--- src/rtl/instr_sequencer_if.sv ---
// Memory-side bus of the instruction sequencer: combinational program-memory
// read port plus a req/ack data-memory port.
interface instr_sequencer_if;
    logic [7:0] imem_addr;
    logic [7:0] imem_rdata;
    logic       dmem_req;
    logic       dmem_we;
    logic       dmem_ack;

    // dmem handshake: the sequencer holds dmem_req (and dmem_we) steady until
    // the cycle in which dmem_ack=1; that cycle completes the transfer.
    // dmem_ack is only meaningful while dmem_req=1.
    modport master (output imem_addr, input imem_rdata,
                    output dmem_req, output dmem_we, input dmem_ack);
    modport slave  (input imem_addr, output imem_rdata,
                    input dmem_req, input dmem_we, output dmem_ack);
endinterface

--- src/rtl/instr_sequencer.sv ---
// Multi-cycle fetch/decode/execute sequencer for an 8-bit instruction set.
// Optional feature macro: SEQ_TIMEOUT_EN (data-memory ack timeout, sticky err).
module instr_sequencer (
    input  logic                   clk,
    input  logic                   reset,
    input  logic                   run,
    instr_sequencer_if.master      mem,
    output logic [7:0]             ir,
    output logic [7:0]             imm_data,
    output logic                   alu_en,
    output logic                   rf_we,
    output logic                   instr_done,
    output logic [2:0]             state,
    output logic                   err
);
    typedef enum logic [2:0] {
        IDLE   = 3'd0,
        FETCH  = 3'd1,
        DECODE = 3'd2,
        IMM    = 3'd3,
        EXEC   = 3'd4,
        MEM    = 3'd5,
        WB     = 3'd6
    } state_t;

    localparam logic [3:0] OP_ST  = 4'b0001;
    localparam logic [3:0] OP_CM  = 4'b0111;
    localparam logic [3:0] OP_CMI = 4'b1111;

    state_t     state_q, state_d;
    logic [7:0] pc;
    logic [3:0] opcode;
    logic       is_imm;
    logic       pc_inc, ir_load, imm_load;
    logic       req, we;
    logic       timeout_hit;

    assign opcode        = ir[7:4];
    assign state         = state_q;
    assign mem.imem_addr = pc;
    assign mem.dmem_req  = req;
    assign mem.dmem_we   = we;

    always_comb begin
        is_imm = 1'b0;
        case (opcode)
            4'b0010, 4'b1001, 4'b1011, 4'b1100,
            4'b1101, 4'b1110, 4'b1111: is_imm = 1'b1;
            default:                   is_imm = 1'b0;
        endcase
    end

`ifdef SEQ_TIMEOUT_EN
    logic [3:0] to_cnt;
    logic       err_q;

    // to_cnt counts ack-less MEM cycles; the 16th one abandons the access.
    assign timeout_hit = (state_q == MEM) && !mem.dmem_ack && (to_cnt == 4'hF);
    assign err         = err_q;

    always_ff @(posedge clk or negedge reset) begin
        if (!reset) begin
            to_cnt <= 4'h0;
            err_q  <= 1'b0;
        end else begin
            if (state_q == MEM && !mem.dmem_ack) to_cnt <= to_cnt + 4'h1;
            else                                 to_cnt <= 4'h0;
            if (timeout_hit) err_q <= 1'b1;
        end
    end
`else
    assign timeout_hit = 1'b0;
    assign err         = 1'b0;
`endif

    always_comb begin
        state_d    = state_q;
        alu_en     = 1'b0;
        rf_we      = 1'b0;
        instr_done = 1'b0;
        req        = 1'b0;
        we         = 1'b0;
        pc_inc     = 1'b0;
        ir_load    = 1'b0;
        imm_load   = 1'b0;
        case (state_q)
            IDLE: if (run && !err) state_d = FETCH;
            FETCH: begin
                ir_load = 1'b1;
                pc_inc  = 1'b1;
                state_d = DECODE;
            end
            DECODE: begin
                if (is_imm)                   state_d = IMM;
                else if (opcode[3:1] == 3'b0) state_d = MEM;
                else                          state_d = EXEC;
            end
            IMM: begin
                imm_load = 1'b1;
                pc_inc   = 1'b1;
                state_d  = EXEC;
            end
            EXEC: begin
                alu_en  = 1'b1;
                state_d = WB;
            end
            MEM: begin
                req = 1'b1;
                we  = (opcode == OP_ST);
                if (mem.dmem_ack) begin
                    if (opcode == OP_ST) begin
                        instr_done = 1'b1;
                        state_d    = run ? FETCH : IDLE;
                    end else begin
                        state_d = WB;
                    end
                end else if (timeout_hit) begin
                    state_d = IDLE;
                end
            end
            WB: begin
                // Compares only update flags, never a register.
                rf_we      = (opcode != OP_CM) && (opcode != OP_CMI);
                instr_done = 1'b1;
                state_d    = run ? FETCH : IDLE;
            end
            default: state_d = IDLE;
        endcase
    end

    always_ff @(posedge clk or negedge reset) begin
        if (!reset) begin
            state_q  <= IDLE;
            pc       <= 8'h00;
            ir       <= 8'h00;
            imm_data <= 8'h00;
        end else begin
            state_q <= state_d;
            if (pc_inc)   pc       <= pc + 8'h01;
            if (ir_load)  ir       <= mem.imem_rdata;
            if (imm_load) imm_data <= mem.imem_rdata;
        end
    end
endmodule

--- src/flat_wrapper.sv ---
// flat-port wrapper written by rule: the top's interface ports become plain ports
module instr_sequencer_flat 
  (clk, reset, run, ir, imm_data, alu_en, rf_we, instr_done, state, err, mem_imem_addr, mem_imem_rdata, mem_dmem_req, mem_dmem_we, mem_dmem_ack);
  instr_sequencer_if mem_i ();
  input  logic clk;
  input  logic reset;
  input  logic run;
  output logic [7:0] ir;
  output logic [7:0] imm_data;
  output logic alu_en;
  output logic rf_we;
  output logic instr_done;
  output logic [2:0] state;
  output logic err;
  output wire logic [$bits(mem_i.imem_addr)-1:0] mem_imem_addr;
  input wire logic [$bits(mem_i.imem_rdata)-1:0] mem_imem_rdata;
  output wire logic [$bits(mem_i.dmem_req)-1:0] mem_dmem_req;
  output wire logic [$bits(mem_i.dmem_we)-1:0] mem_dmem_we;
  input wire logic [$bits(mem_i.dmem_ack)-1:0] mem_dmem_ack;
  assign mem_imem_addr = mem_i.imem_addr;
  assign mem_i.imem_rdata = mem_imem_rdata;
  assign mem_dmem_req = mem_i.dmem_req;
  assign mem_dmem_we = mem_i.dmem_we;
  assign mem_i.dmem_ack = mem_dmem_ack;
  instr_sequencer u_core (.clk(clk), .reset(reset), .run(run), .mem(mem_i), .ir(ir), .imm_data(imm_data), .alu_en(alu_en), .rf_we(rf_we), .instr_done(instr_done), .state(state), .err(err));
endmodule
--- config.mk ---
export PLATFORM = sky130hd
export DESIGN_NAME = instr_sequencer_flat
export DESIGN_NICKNAME = d
export VERILOG_FILES = /design/src/rtl/instr_sequencer_if.sv /design/src/rtl/instr_sequencer.sv /design/src/flat_wrapper.sv
export SDC_FILE = /design/constraint.sdc
export NUM_CORES = 1
export LEC_CHECK = 0
export ABC_AREA = 1
export CAP_MARGIN = 20
export CORE_ASPECT_RATIO = 0.7
export CORE_MARGIN = 3
export CORE_UTILIZATION = 40
export CTS_CLUSTER_SIZE = 30
export DETAILED_ROUTE_END_ITERATION = 7
export GPL_ROUTABILITY_DRIVEN = 0
export GPL_TIMING_DRIVEN = 0
export HOLD_SLACK_MARGIN = 0.06
export PLACE_DENSITY = 0.72
export SYNTH_ARGS = -nofsm -noshare
export SYNTH_HDL_FRONTEND = slang
export SYNTH_SLANG_ARGS = --single-unit
--- constraint.sdc ---
create_clock -name clk -period 1.64 [get_ports clk]
set_input_delay 0.328 -clock clk [delete_from_list [all_inputs] [get_ports clk]]
set_output_delay 0.328 -clock clk [all_outputs]
set_load 0.01 [all_outputs]
Word-level counts from Yosys, hierarchy flattened
Cells that the tools add are included.
W data, S select, Z words.

operators by class
  reduce and logical (&&, ||, !) cells = 6
  $add $sub $neg = 1
  mux-type cells = 18
  eq/ne operators = 18

operator list
  operator               count
  $eq A4 B4 Y1 const B   6
  $pmux W3 S7            1
  $mux W1                12
  $mux W3                4
  $eq A3 B3 Y1 const B   3
  $add A8 B1 Y8 const B  1
  $reduce_or A7 Y1       1
  $eq A3 B2 Y1 const B   2
  $logic_not A3 Y1       2
  $eq A4 B1 Y1 const B   1
  $eq A4 B2 Y1 const B   1
  $ne A2 B2 Y1 const B   2
  $ne A4 B3 Y1 const B   1
  $ne A4 B4 Y1 const B   1
  $eq A3 B1 Y1 const B   1
  $pmux W1 S2            1
  $reduce_and A2 Y1      1
  $reduce_or A2 Y1       1
  $logic_and A1 B1 Y1    1

storage, ports and cells
  word-level logic and storage cells = 47
  input port bits = 12
  flip-flop bits (word level) = 27

Depth between registers and ports, before layout
Gate-level depths: netlist of run 1.

  depth in word-level cells = 5
  gate-level depth with buffers = 9
  gate-level depth less buffers = 9

Worst setup path before layout of run 1
Ideal clock, no wire load.

  path kind = flip-flop to output port
  start point = register u_core.state_q[2], in the netlist u_core.state[2]
  end point = output port instr_done
  stages on the path, launching flop included = 5
  required time = 1.312 ns
  data arrival time = 1.175 ns
  slack = 0.137 ns
  buffers on the path = 0
  cell sequence = dfrtp_1 nand2_1 nor2_2 nand3_2 o21ai_0

on the way
  cells in the longest elaborated chain, start to end = 2
  elaborated cells on any way between the ends = 3
  classes of those cells = eq/ne: 2; mux: 1

ends and longest elaborated chain
  item                    line                    text
  from (decl)             instr_sequencer.sv:30   state_t state_q, state_d;
  from (signal assigned)  instr_sequencer.sv:138  state_q <= state_d;
  $eq A3 B3 Y1            instr_sequencer.sv:86   case (state_q)
  $pmux W1 S2 (*)         instr_sequencer.sv:86
  to (decl)               flat_wrapper.sv:12      output logic instr_done;

Every way passes the cells marked *; elsewhere a longest branch is shown, timed or not.

Worst setup path in the final report of run 1
  start point = register u_core.state_q[0], in the netlist u_core.state[0]
  end point = output port instr_done

The elaborated chain is that of the path after synthesis.

==> results.tsv, run 1 <==
stage	metric	value	unit
pwr	pwr/cell area	1850	nW/um^2
sta	skew final	0.00270	ns
synth	Synth top area share	0.524	
setup_path	crit-path cells	nand2_2, nor2_4, nand3_2, o21ai_1, buf_2	
setup_path	Slowest-stage cell, CP	dfrtp_1	
drt	Total Wirelength	3.00	mm
setup_path	RR Endpoint	u_core.mem.imem_addr[6]	
clock_network	clk buf depth	2	
setup_path	Setup CP Type	reg2out	
sta	worst hold margin	0.431	ns
synth	synthesized area	1290	sq um
drt	DRT iter0 DRCs	32	
worst_hold_path	Hold Crit Class	in2async	
setup_path	CP Capture Type	output pin	
synth	ys async rst share	1.00	
sta	Rel. slew slack	0.602	
drt	drt first pass iters	4	
setup_path	family with the most delay on the worst path	flip-flops	
sta	FMAX	624	MHz
floorplan	num rows	16	
synth	synthesized flop and latch total	27	
pwr	Max IR drop VDD	950	uV
synth	syn_area_per_cell	8.48	sq um
synth	Synth cell types	24	
pwr	Pleak	0.995	nW
placement	IO Port Bufs	43	
final_layout	Syn-to-layout area delta	48.3	%
sta	Tightest Pin Transition	0.595	ns
synth	most frequent cells after synthesis	nand2_1, dfrtp_1, inv_1	
floorplan	Die Span Y	53.5	microns
global_routing	All-Layer GR Usage	0.161	
setup_path	Slowest Stage Delay on Critical Path	0.42	ns
synth	EDFF count, synth	0	
synth	Main synth FF type	dfrtp_1	
drt	DR WL/cell	12.3	microns
placement	dpl hpwl	2.26	mm
final_layout	layout cell share with drive strength beyond 1	0.212	
synth	Yosys warning total	0	
sta	Pins Over Slew Limit	0	
drt	via/cell ratio	4.79	
setup_path	reg2reg start	u_core.state[2]	
synth	most common cell in the netlist	nand2_1	
clock_network	Root Buffer	clkbuf_8	
clock_network	Num CTS Buffers	3	
final_layout	fin cells	244	
floorplan	Die ar.	3950	sq um
setup_path	crit-path max FO	4	
global_routing	maximum number of pins on one net before global-route repair	18	
setup_path	CP required	1.31	ns
placement	Placed Instances	232	
floorplan	boundary pin count	45	
global_routing	initial antenna violation count	0	
synth	synth top area cells	dfrtp_1, nand2_1, o21ai_1, inv_1, xor2_1	
setup_path	R2R depth	8	
clock_network	Clock Sinks	27	
sta	post-route clock period utilization	0.977	
setup_path	Worst EP arrival	1.27	ns
final_layout	Inserted Diodes	0	
setup_path	Buf/Inv on CP	1	
drt	via count	1169	
final_layout	Multi-input gate area	517	sq um
sta	RSZ-0062 raised after global routing	yes	
sta	Final min period	1.60	ns
global_routing	gr ovfl total	0	
final_layout	fillcell total	246	
synth	area leader, netlist	dfrtp_1	
floorplan	core area	2940	sq um
synth	Cells after Synth	152	
setup_path	reg-to-reg setup timing slack	0.25	ns
drt	Routed Antenna Nets	0	
sta	final hold violation count	0	
global_routing	vias in the first global route	1100	
status	outcome	complete, no violations	
floorplan	Initial Util	0.438	
synth	sequential share of the synthesized area	0.524	
clock_network	worst skew pair latency	0.27	ns
sta	Finish-stage setup viols	0	
synth	net count after synthesis	165	
clock_network	Reg clk slew, reported paths	0.09	ns
flow_run	Max-Cap Viols	0	
clock_network	CTS tree	yes	
floorplan	Die X	73.8	microns
final_layout	# nets final	222	
setup_path	CP Launch Type	register	
clock_network	hold_buf cts	0	
global_routing	global-route wire length before repair	4.91	mm
drt	Post-route DRC	0	
final_layout	FF+latch area	682	sq um
clock_network	htree depth	1	
-- repair_timing --
action / in CTS / in global routing
pin swaps: 0 / 2
resized for setup: 22 / 12
setup buffers: 6 / 2
endpoints found under the setup margin: 8 / 7
endpoints found under the hold margin: 0 / 0
-- report_power, final --
group          internal [mW]  switching, mW
combinational          0.960          0.961
clock                  0.174          0.199
sequential             0.976          0.264
total                   2.11           1.42
-- stage by stage --
stage               setup WS, ns  setup TNS, ns  power [mW]  instance area, sq um  utilization
global placement          -0.212          -2.56        2.96                  1760        0.599
CTS                      -0.0542        -0.0629        3.53                  1900        0.645
finish                    0.0375              0        3.53                  1910        0.650
floorplan                  0.137              0        2.14                  1290            -
global route             -0.0244        -0.0433        3.80                  1910        0.650
detailed placement        -0.235         -0.495        3.03                  1790        0.609
-- routing by layer --
| metal | GRT usage | part of all wire | vias up |
|---|---|---|---|
| met5 | 0 | 0 | - |
| met4 | 0.0151 | 0 | 0 |
| met3 | 0.0455 | 0.060 | 0 |
| met2 | 0.274 | 0.48 | 31 |
| met1 | 0.210 | 0.46 | 557 |
| li1 | - | - | 581 |
-- cells by family after synthesis --
logic type,after synthesis,synth area share
simple gates,66,0.238
flops,27,0.524
other cells,1,0.00291
compound gates,24,0.0990
buf+inv,28,0.0922
fa+ha+maj,1,0.00971
xor+xnor,5,0.0340
-- cells in the final DEF (no fill, tap or decap), types with 4 or more instances in the layout --
| cell type | synthesis | layout |
|---|---|---|
| nor2_2 | 3 | 4 |
| xor2_1 | 4 | 4 |
| dfrtp_2 | 0 | 5 |
| nand2_1 | 44 | 43 |
| nor2_1 | 7 | 5 |
| buf_4 | 3 | 11 |
| dfrtp_1 | 27 | 22 |
| o21ai_1 | 18 | 19 |
| inv_1 | 21 | 20 |
| clkdlybuf4s50_1 | 0 | 35 |
-- how the worst max path moves through the flow --
stage / startpoint / to / slack (ns) / cells past startpoint
5_1_grt: u_core.state[0] / instr_done / -0.02 / 5
4_1_cts: u_core.state[0] / rf_we / -0.05 / 4
2_1_floorplan: u_core.state[2] / instr_done / 0.14 / 4
6_report: u_core.state[0] / instr_done / 0.04 / 5
3_5_place_dp: mem_dmem_ack / instr_done / -0.24 / 4
3_3_place_gp: mem_dmem_ack / instr_done / -0.21 / 4
-- layout make-up --
cell class              count  area share
inverters                  25      0.0517
multi-input cells          97       0.270
clock buffers               4      0.0236
well taps                  36      0.0236
plain buffers               3      0.0118
repair buffers             52       0.262
flip-flops and latches     27       0.357
-- flip-flops by register name (all words and copies together), names as in the netlist --
signal                cells
u_core.mem.imem_addr      8
u_core.state              3
u_core.imm_data           8
u_core.ir                 8
-- worst register-to-register path: stages, from the launching register on --
cell and delay, ns:
dfrtp_2 0.42, buf_4 0.16, inv_2 0.07, nand2_4 0.08, inv_4 0.09, nand2_1 0.08, nor2_1 0.13, nand3_1 0.10
xor2_1 0.15
No activity file was read; power rests on OpenSTA's default activity.
==> run 2, diff against run 1 <==
--- a/config.mk
+++ b/config.mk
@@ -19,3 +19,4 @@
 export SYNTH_ARGS = -nofsm -noshare
 export SYNTH_HDL_FRONTEND = slang
 export SYNTH_SLANG_ARGS = --single-unit
+export TNS_END_PERCENT = 30
==> results.tsv, run 2 (synthesis gave the netlist of run 1 again) <==
stage	metric	value	unit	change
pwr	Max IR drop VDD	961	uV	was 950 uV
setup_path	Slowest-stage cell, CP	clkdlybuf4s50_1		was dfrtp_1
sta	Finish-stage setup viols	0		unchanged
placement	IO Port Bufs	43		unchanged
setup_path	family with the most delay on the worst path	buffers and inverters		was flip-flops
floorplan	Die X	73.8	microns	unchanged
floorplan	boundary pin count	45		unchanged
sta	Final min period	1.62	ns	was 1.60 ns
pwr	internal power	2.10	mW	was 2.11 mW
clock_network	htree depth	1		unchanged
placement	dpl hpwl	2.26	mm	unchanged
global_routing	gr ovfl total	0		unchanged
sta	Rel. slew slack	0.603		was 0.602
sta	skew final	0.00394	ns	was 0.00270 ns
clock_network	hold_buf cts	0		unchanged
pwr	combinational share of power	0.539		was 0.544
pwr	pwr/cell area	1850	nW/um^2	about the same
drt	Total Wirelength	3.03	mm	was 3.00 mm
pwr	clock share of power	0.106		was 0.105
drt	routed wl met3	191	microns	was 181 microns
clock_network	Reg clk slew, reported paths	0.09	ns	about the same
setup_path	CP Launch Type	register		unchanged
drt	via/cell ratio	4.77		was 4.79
sta	post-route clock period utilization	0.985		was 0.977
floorplan	Die ar.	3950	sq um	unchanged
pwr	total power	3.54	mW	was 3.53 mW
flow_run	Max-Cap Viols	0		unchanged
pwr	switch share	0.406		was 0.403
final_layout	most frequent cells in the layout	nand2_1, clkdlybuf4s50_1, dfrtp_1		unchanged
pwr	Seq pwr share	0.355		was 0.351
drt	Post-route DRC	0		unchanged
clock_network	Clock Sinks	27		unchanged
worst_hold_path	Hold Crit Class	in2async		unchanged
pwr	Pleak	1.01	nW	was 0.995 nW
final_layout	layout cell share with drive strength beyond 1	0.203		was 0.212
final_layout	# nets final	221		was 222
sta	PnR worst setup slack	0.0241	ns	was 0.0375 ns
setup_path	Setup CP Type	reg2out		unchanged
global_routing	maximum number of pins on one net before global-route repair	18		unchanged
setup_path	Worst EP arrival	1.29	ns	was 1.27 ns
setup_path	CP Capture Type	output pin		unchanged
final_layout	Inserted Diodes	0		unchanged
sta	FMAX	619	MHz	was 624 MHz
drt	DR WL met2	1.47	mm	was 1.44 mm
status	outcome	complete, no violations		unchanged
placement	DP Worst Slack	-0.235	ns	unchanged
global_routing	All-Layer GR Usage	0.161		unchanged
floorplan	Initial Util	0.438		unchanged
global_routing	global-route wire length before repair	4.91	mm	unchanged
sta	RSZ-0062 raised after global routing	yes		unchanged
clock_network	Root Buffer	clkbuf_8		unchanged
drt	met1 WL	1.36	mm	was 1.37 mm
clock_network	CTS tree	yes		unchanged
clock_network	clk buf depth	2		unchanged
sta	Pins Over Slew Limit	0		unchanged
pwr	Net Sw Power	1.44	mW	was 1.42 mW
sta	final hold violation count	0		unchanged
drt	DRT iter0 DRCs	26		was 32
final_layout	Syn-to-layout area delta	48.8	%	was 48.3%
setup_path	Slowest Stage Delay on Critical Path	0.56	ns	was 0.42 ns
final_layout	most common cell after layout, fill and taps aside	nand2_1		unchanged
clock_network	Num CTS Buffers	3		unchanged
drt	drt first pass iters	4		unchanged
drt	DR WL/cell	12.5	microns	was 12.3 microns
floorplan	Die Span Y	53.5	microns	unchanged
drt	via count	1158		was 1169
global_routing	vias in the first global route	1106		was 1100
sta	Tightest Pin Transition	0.594	ns	was 0.595 ns
floorplan	num rows	16		unchanged
floorplan	core area	2940	sq um	unchanged
final_layout	fillcell total	251		was 246
drt	Top Metal Used	met3		unchanged
clock_network	worst skew pair latency	0.27	ns	about the same
setup_path	crit-path cells	clkdlybuf4s50_1		was nand2_2, nor2_4, nand3_2, o21ai_1, buf_2
global_routing	initial antenna violation count	0		unchanged
drt	Routed Antenna Nets	0		unchanged
setup_path	crit-path max FO	7		was 4
setup_path	Buf/Inv on CP	1		unchanged
setup_path	CP required	1.31	ns	about the same
==> run 2: cell count changes in the layout (fill, tap and decap cells not counted) <==
cell,change
nor2_4,+2
dlygate4sd2_1,+1
nor2_2,-2
buf_4,-1
inv_2,+1
dlymetal6s2s_1,+1
clkdlybuf4s50_1,-1
inv_4,-1
buf_2,-1
==> run 2: final cells by class <==
| cell class | count | area (sq um) | share of cell area |
|---|---|---|---|
| multi-input cells | 97 | 527 | 0.275 |
| clock buffers | 4 | 45.0 | 0.0235 |
| flip-flops and latches | 27 | 682 | 0.356 |
| plain buffers | 3 | 22.5 | 0.0117 |
| well taps | 36 | 45.0 | 0.0235 |
| repair buffers | 51 | 500 | 0.261 |
| inverters | 25 | 96.3 | 0.0502 |
==> run 2: power by group through the flow <==
stage | sequential [mW] | clock (mW) | combinational [mW]
6_report | 1.26 | 0.374 | 1.91
5_1_grt | 1.30 | 0.400 | 2.11
4_1_cts | 1.24 | 0.380 | 1.88
3_5_place_dp | 1.26 | 0 | 1.77
3_3_place_gp | 1.25 | 0 | 1.71
2_1_floorplan | 1.35 | 0 | 0.789
==> run 2: final timing paths <==
check                      depth (start not counted)             from                 endpoint  slack [ns]
max                                                1     u_core.ir[6]                    ir[6]        0.02
min                                                1            reset       u_core.imm_data[2]        0.43
max reg2reg                                        8  u_core.state[2]  u_core.mem.imem_addr[6]        0.23
min reg2reg                                        2     u_core.ir[1]             u_core.ir[1]        0.50
max in group asynchronous                          2            reset             u_core.ir[5]        0.71
min in group clk                                   2     u_core.ir[1]             u_core.ir[1]        0.50
==> run 2: worst register-to-register path: stages, from the launching register on <==
cell	delay, ns
dfrtp_2	0.43
buf_4	0.16
inv_2	0.07
nand2_4	0.07
inv_4	0.09
nand2_1	0.08
nor2_1	0.14
nand3_1	0.10
xor2_1	0.15
==> run 2: timing repair <==
item,in CTS,in global routing
pin swaps,0,1
resized for setup,19,14
buffers inserted,5,2
gates cloned,0,0
endpoints found under the setup margin,8,7
==> run 2: through the flow <==
stage / utilization / instance area (sq um) / hold slack, ns / setup TNS (ns) / cells
2_1_floorplan: - / 1290 / 0.0324 / 0 / 152
5_1_grt: 0.652 / 1920 / 0.481 / -0.0430 / 243
6_report: 0.652 / 1920 / 0.431 / 0 / 243
3_5_place_dp: 0.609 / 1790 / 0.478 / -0.495 / 232
3_3_place_gp: 0.599 / 1760 / 0.475 / -2.56 / 231
4_1_cts: 0.639 / 1880 / 0.461 / -0.0833 / 241
==> run 2: routing by layer <==
metal | vias up | global-route usage
li1 | 576 | -
met1 | 548 | 0.207
met2 | 34 | 0.278
met3 | 0 | 0.0455
met4 | 0 | 0.0151
met5 | - | 0
==> run 3, diff against run 2 <==
==> constraint.sdc (replaced) <==
create_clock -name clk -period 1.64 [get_ports clk]
set_input_delay 0.164 -clock clk [delete_from_list [all_inputs] [get_ports clk]]
set_output_delay 0.164 -clock clk [all_outputs]
set_load 0.01 [all_outputs]
==> results.tsv, run 3 (synthesis gave the netlist of run 1 again) <==
stage	metric	value	unit	change
global_routing	maximum number of pins on one net before global-route repair	18		unchanged
final_layout	Syn-to-layout area delta	45.3	%	was 48.8%
drt	via count	1156		was 1158
final_layout	most frequent cells in the layout	nand2_1, clkdlybuf4s50_1, dfrtp_1		unchanged
clock_network	CTS tree	yes		unchanged
placement	dpl hpwl	2.26	mm	unchanged
setup_path	Slowest-stage cell, CP	dfrtp_2		was clkdlybuf4s50_1
final_layout	fillcell total	256		was 251
worst_hold_path	Hold Crit Class	in2async		unchanged
clock_network	worst skew pair latency	0.27	ns	about the same
final_layout	FF+latch area	678	sq um	was 682 sq um
final_layout	fin cells	241		was 243
sta	PnR worst setup slack	0.100	ns	was 0.0241 ns
drt	Routed Antenna Nets	0		unchanged
global_routing	vias in the first global route	1096		was 1106
drt	via/cell ratio	4.80		was 4.77
global_routing	All-Layer GR Usage	0.159		was 0.161
setup_path	RR Endpoint	u_core.mem.imem_addr[6]		unchanged
setup_path	Setup CP Type	reg2out		unchanged
setup_path	reg2reg start	u_core.state[2]		unchanged
clock_network	htree depth	1		unchanged
floorplan	Die Span Y	53.5	microns	unchanged
floorplan	num rows	16		unchanged
sta	Rel. slew slack	0.603		about the same
sta	FMAX	650	MHz	was 619 MHz
clock_network	clk buf depth	2		unchanged
final_layout	Inserted Diodes	0		unchanged
sta	skew final	0.00158	ns	was 0.00394 ns
setup_path	R2R depth	8		unchanged
final_layout	Multi-input gate area	504	sq um	was 527 sq um
pwr	pwr/cell area	1850	nW/um^2	about the same
status	outcome	complete, no violations		unchanged
clock_network	Reg clk slew, reported paths	0.09	ns	about the same
floorplan	Die X	73.8	microns	unchanged
setup_path	Worst EP arrival	1.38	ns	was 1.29 ns
final_layout	most common cell after layout, fill and taps aside	nand2_1		unchanged
setup_path	crit-path max FO	6		was 7
setup_path	family with the most delay on the worst path	buffers and inverters		unchanged
clock_network	Clock Sinks	27		unchanged
placement	IO Port Bufs	43		unchanged
sta	RSZ-0062 raised after global routing	no		was yes
drt	Total Wirelength	2.94	mm	was 3.03 mm
sta	Final min period	1.54	ns	was 1.62 ns
setup_path	crit-path cells	buf_4, inv_2, nand3_1, inv_1, dlygate4sd2_1		was clkdlybuf4s50_1
setup_path	CP required	1.48	ns	was 1.31 ns
pwr	Max IR drop VDD	941	uV	was 961 uV
floorplan	boundary pin count	45		unchanged
drt	DRT iter0 DRCs	20		was 26
placement	Placed Instances	232		unchanged
floorplan	Initial Util	0.438		unchanged
setup_path	reg-to-reg setup timing slack	0.23	ns	about the same
sta	Pins Over Slew Limit	0		unchanged
final_layout	layout cell share with drive strength beyond 1	0.156		was 0.203
drt	Post-route DRC	0		unchanged
drt	drt first pass iters	4		unchanged
flow_run	Max-Cap Viols	0		unchanged
setup_path	CP Launch Type	register		unchanged
floorplan	Die ar.	3950	sq um	unchanged
drt	DR WL/cell	12.2	microns	was 12.5 microns
placement	DP Worst Slack	-0.0667	ns	was -0.235 ns
setup_path	Slowest Stage Delay on Critical Path	0.46	ns	was 0.56 ns
final_layout	# nets final	219		was 221
clock_network	Num CTS Buffers	3		unchanged
sta	final hold violation count	0		unchanged
floorplan	core area	2940	sq um	unchanged
setup_path	CP Capture Type	output pin		unchanged
pwr	Pleak	0.961	nW	was 1.01 nW
clock_network	hold_buf cts	0		unchanged
global_routing	gr ovfl total	0		unchanged
global_routing	global-route wire length before repair	4.86	mm	was 4.91 mm
clock_network	Root Buffer	clkbuf_8		unchanged
sta	post-route clock period utilization	0.939		was 0.985
sta	Tightest Pin Transition	0.593	ns	was 0.594 ns
global_routing	initial antenna violation count	0		unchanged
setup_path	Buf/Inv on CP	4		was 1
sta	Finish-stage setup viols	0		unchanged
-- run 3: worst reg2reg max path, cell delays in order, from the launching register on --
cell and delay [ns]:
dfrtp_2 0.45, buf_4 0.15, inv_2 0.07, nand2_4 0.08
inv_4 0.09, nand2_1 0.08, nor2_1 0.13, nand3_1 0.10
xor2_1 0.15
-- run 3: worst max path at each step --
stage	start	depth (start not counted)	end
after global routing	u_core.state[1]	5	alu_en
after CTS	u_core.state[2]	5	instr_done
final	u_core.state[1]	5	alu_en
after global placement	u_core.state[2]	5	instr_done
after detailed placement	u_core.state[2]	5	instr_done
after floorplan	u_core.state[2]	4	instr_done
-- run 3: power breakdown --
part / total, mW / switching [mW] / internal, mW / leakage [nW]
Sequential: 1.25 / 0.282 / 0.969 / 0.335
Combinational: 1.84 / 0.911 / 0.933 / 0.604
Clock: 0.371 / 0.197 / 0.174 / 0.0228
-- run 3: through the flow --
stage	area, sq um	hold slack (ns)	utilization	TNS [ns]	total power [mW]
floorplan	1290	-0.132	-	0	2.14
global placement	1760	0.475	0.599	-0.0380	2.96
detailed placement	1790	0.478	0.609	-0.0667	3.03
CTS	1850	0.297	0.627	0	3.42
global route	1870	0.317	0.636	0	3.74
finish	1870	0.267	0.636	0	3.47
-- run 3: repair_timing --
action / in CTS / in global routing
endpoints found under the setup margin: 5 / 2
gates resized for setup: 8 / 6
setup buffers: 1 / 4
pin swaps: 0 / 0
-- run 3: cell type report --
class / count / area share
inverter: 25 / 0.0514
tap: 36 / 0.0240
timing repair buffer: 49 / 0.257
clock buffer: 4 / 0.0240
buffer: 3 / 0.0120
multi-input combinational: 97 / 0.269
sequential: 27 / 0.362
-- run 3: routing by layer --
metal	track usage	part of all wire	up-vias	wire length, microns
met1	0.209	0.44	548	1300
li1	-	-	571	-
met5	0	0	-	0
met4	0.0151	0	0	0
met2	0.271	0.49	37	1430
met3	0.0455	0.070	0	206
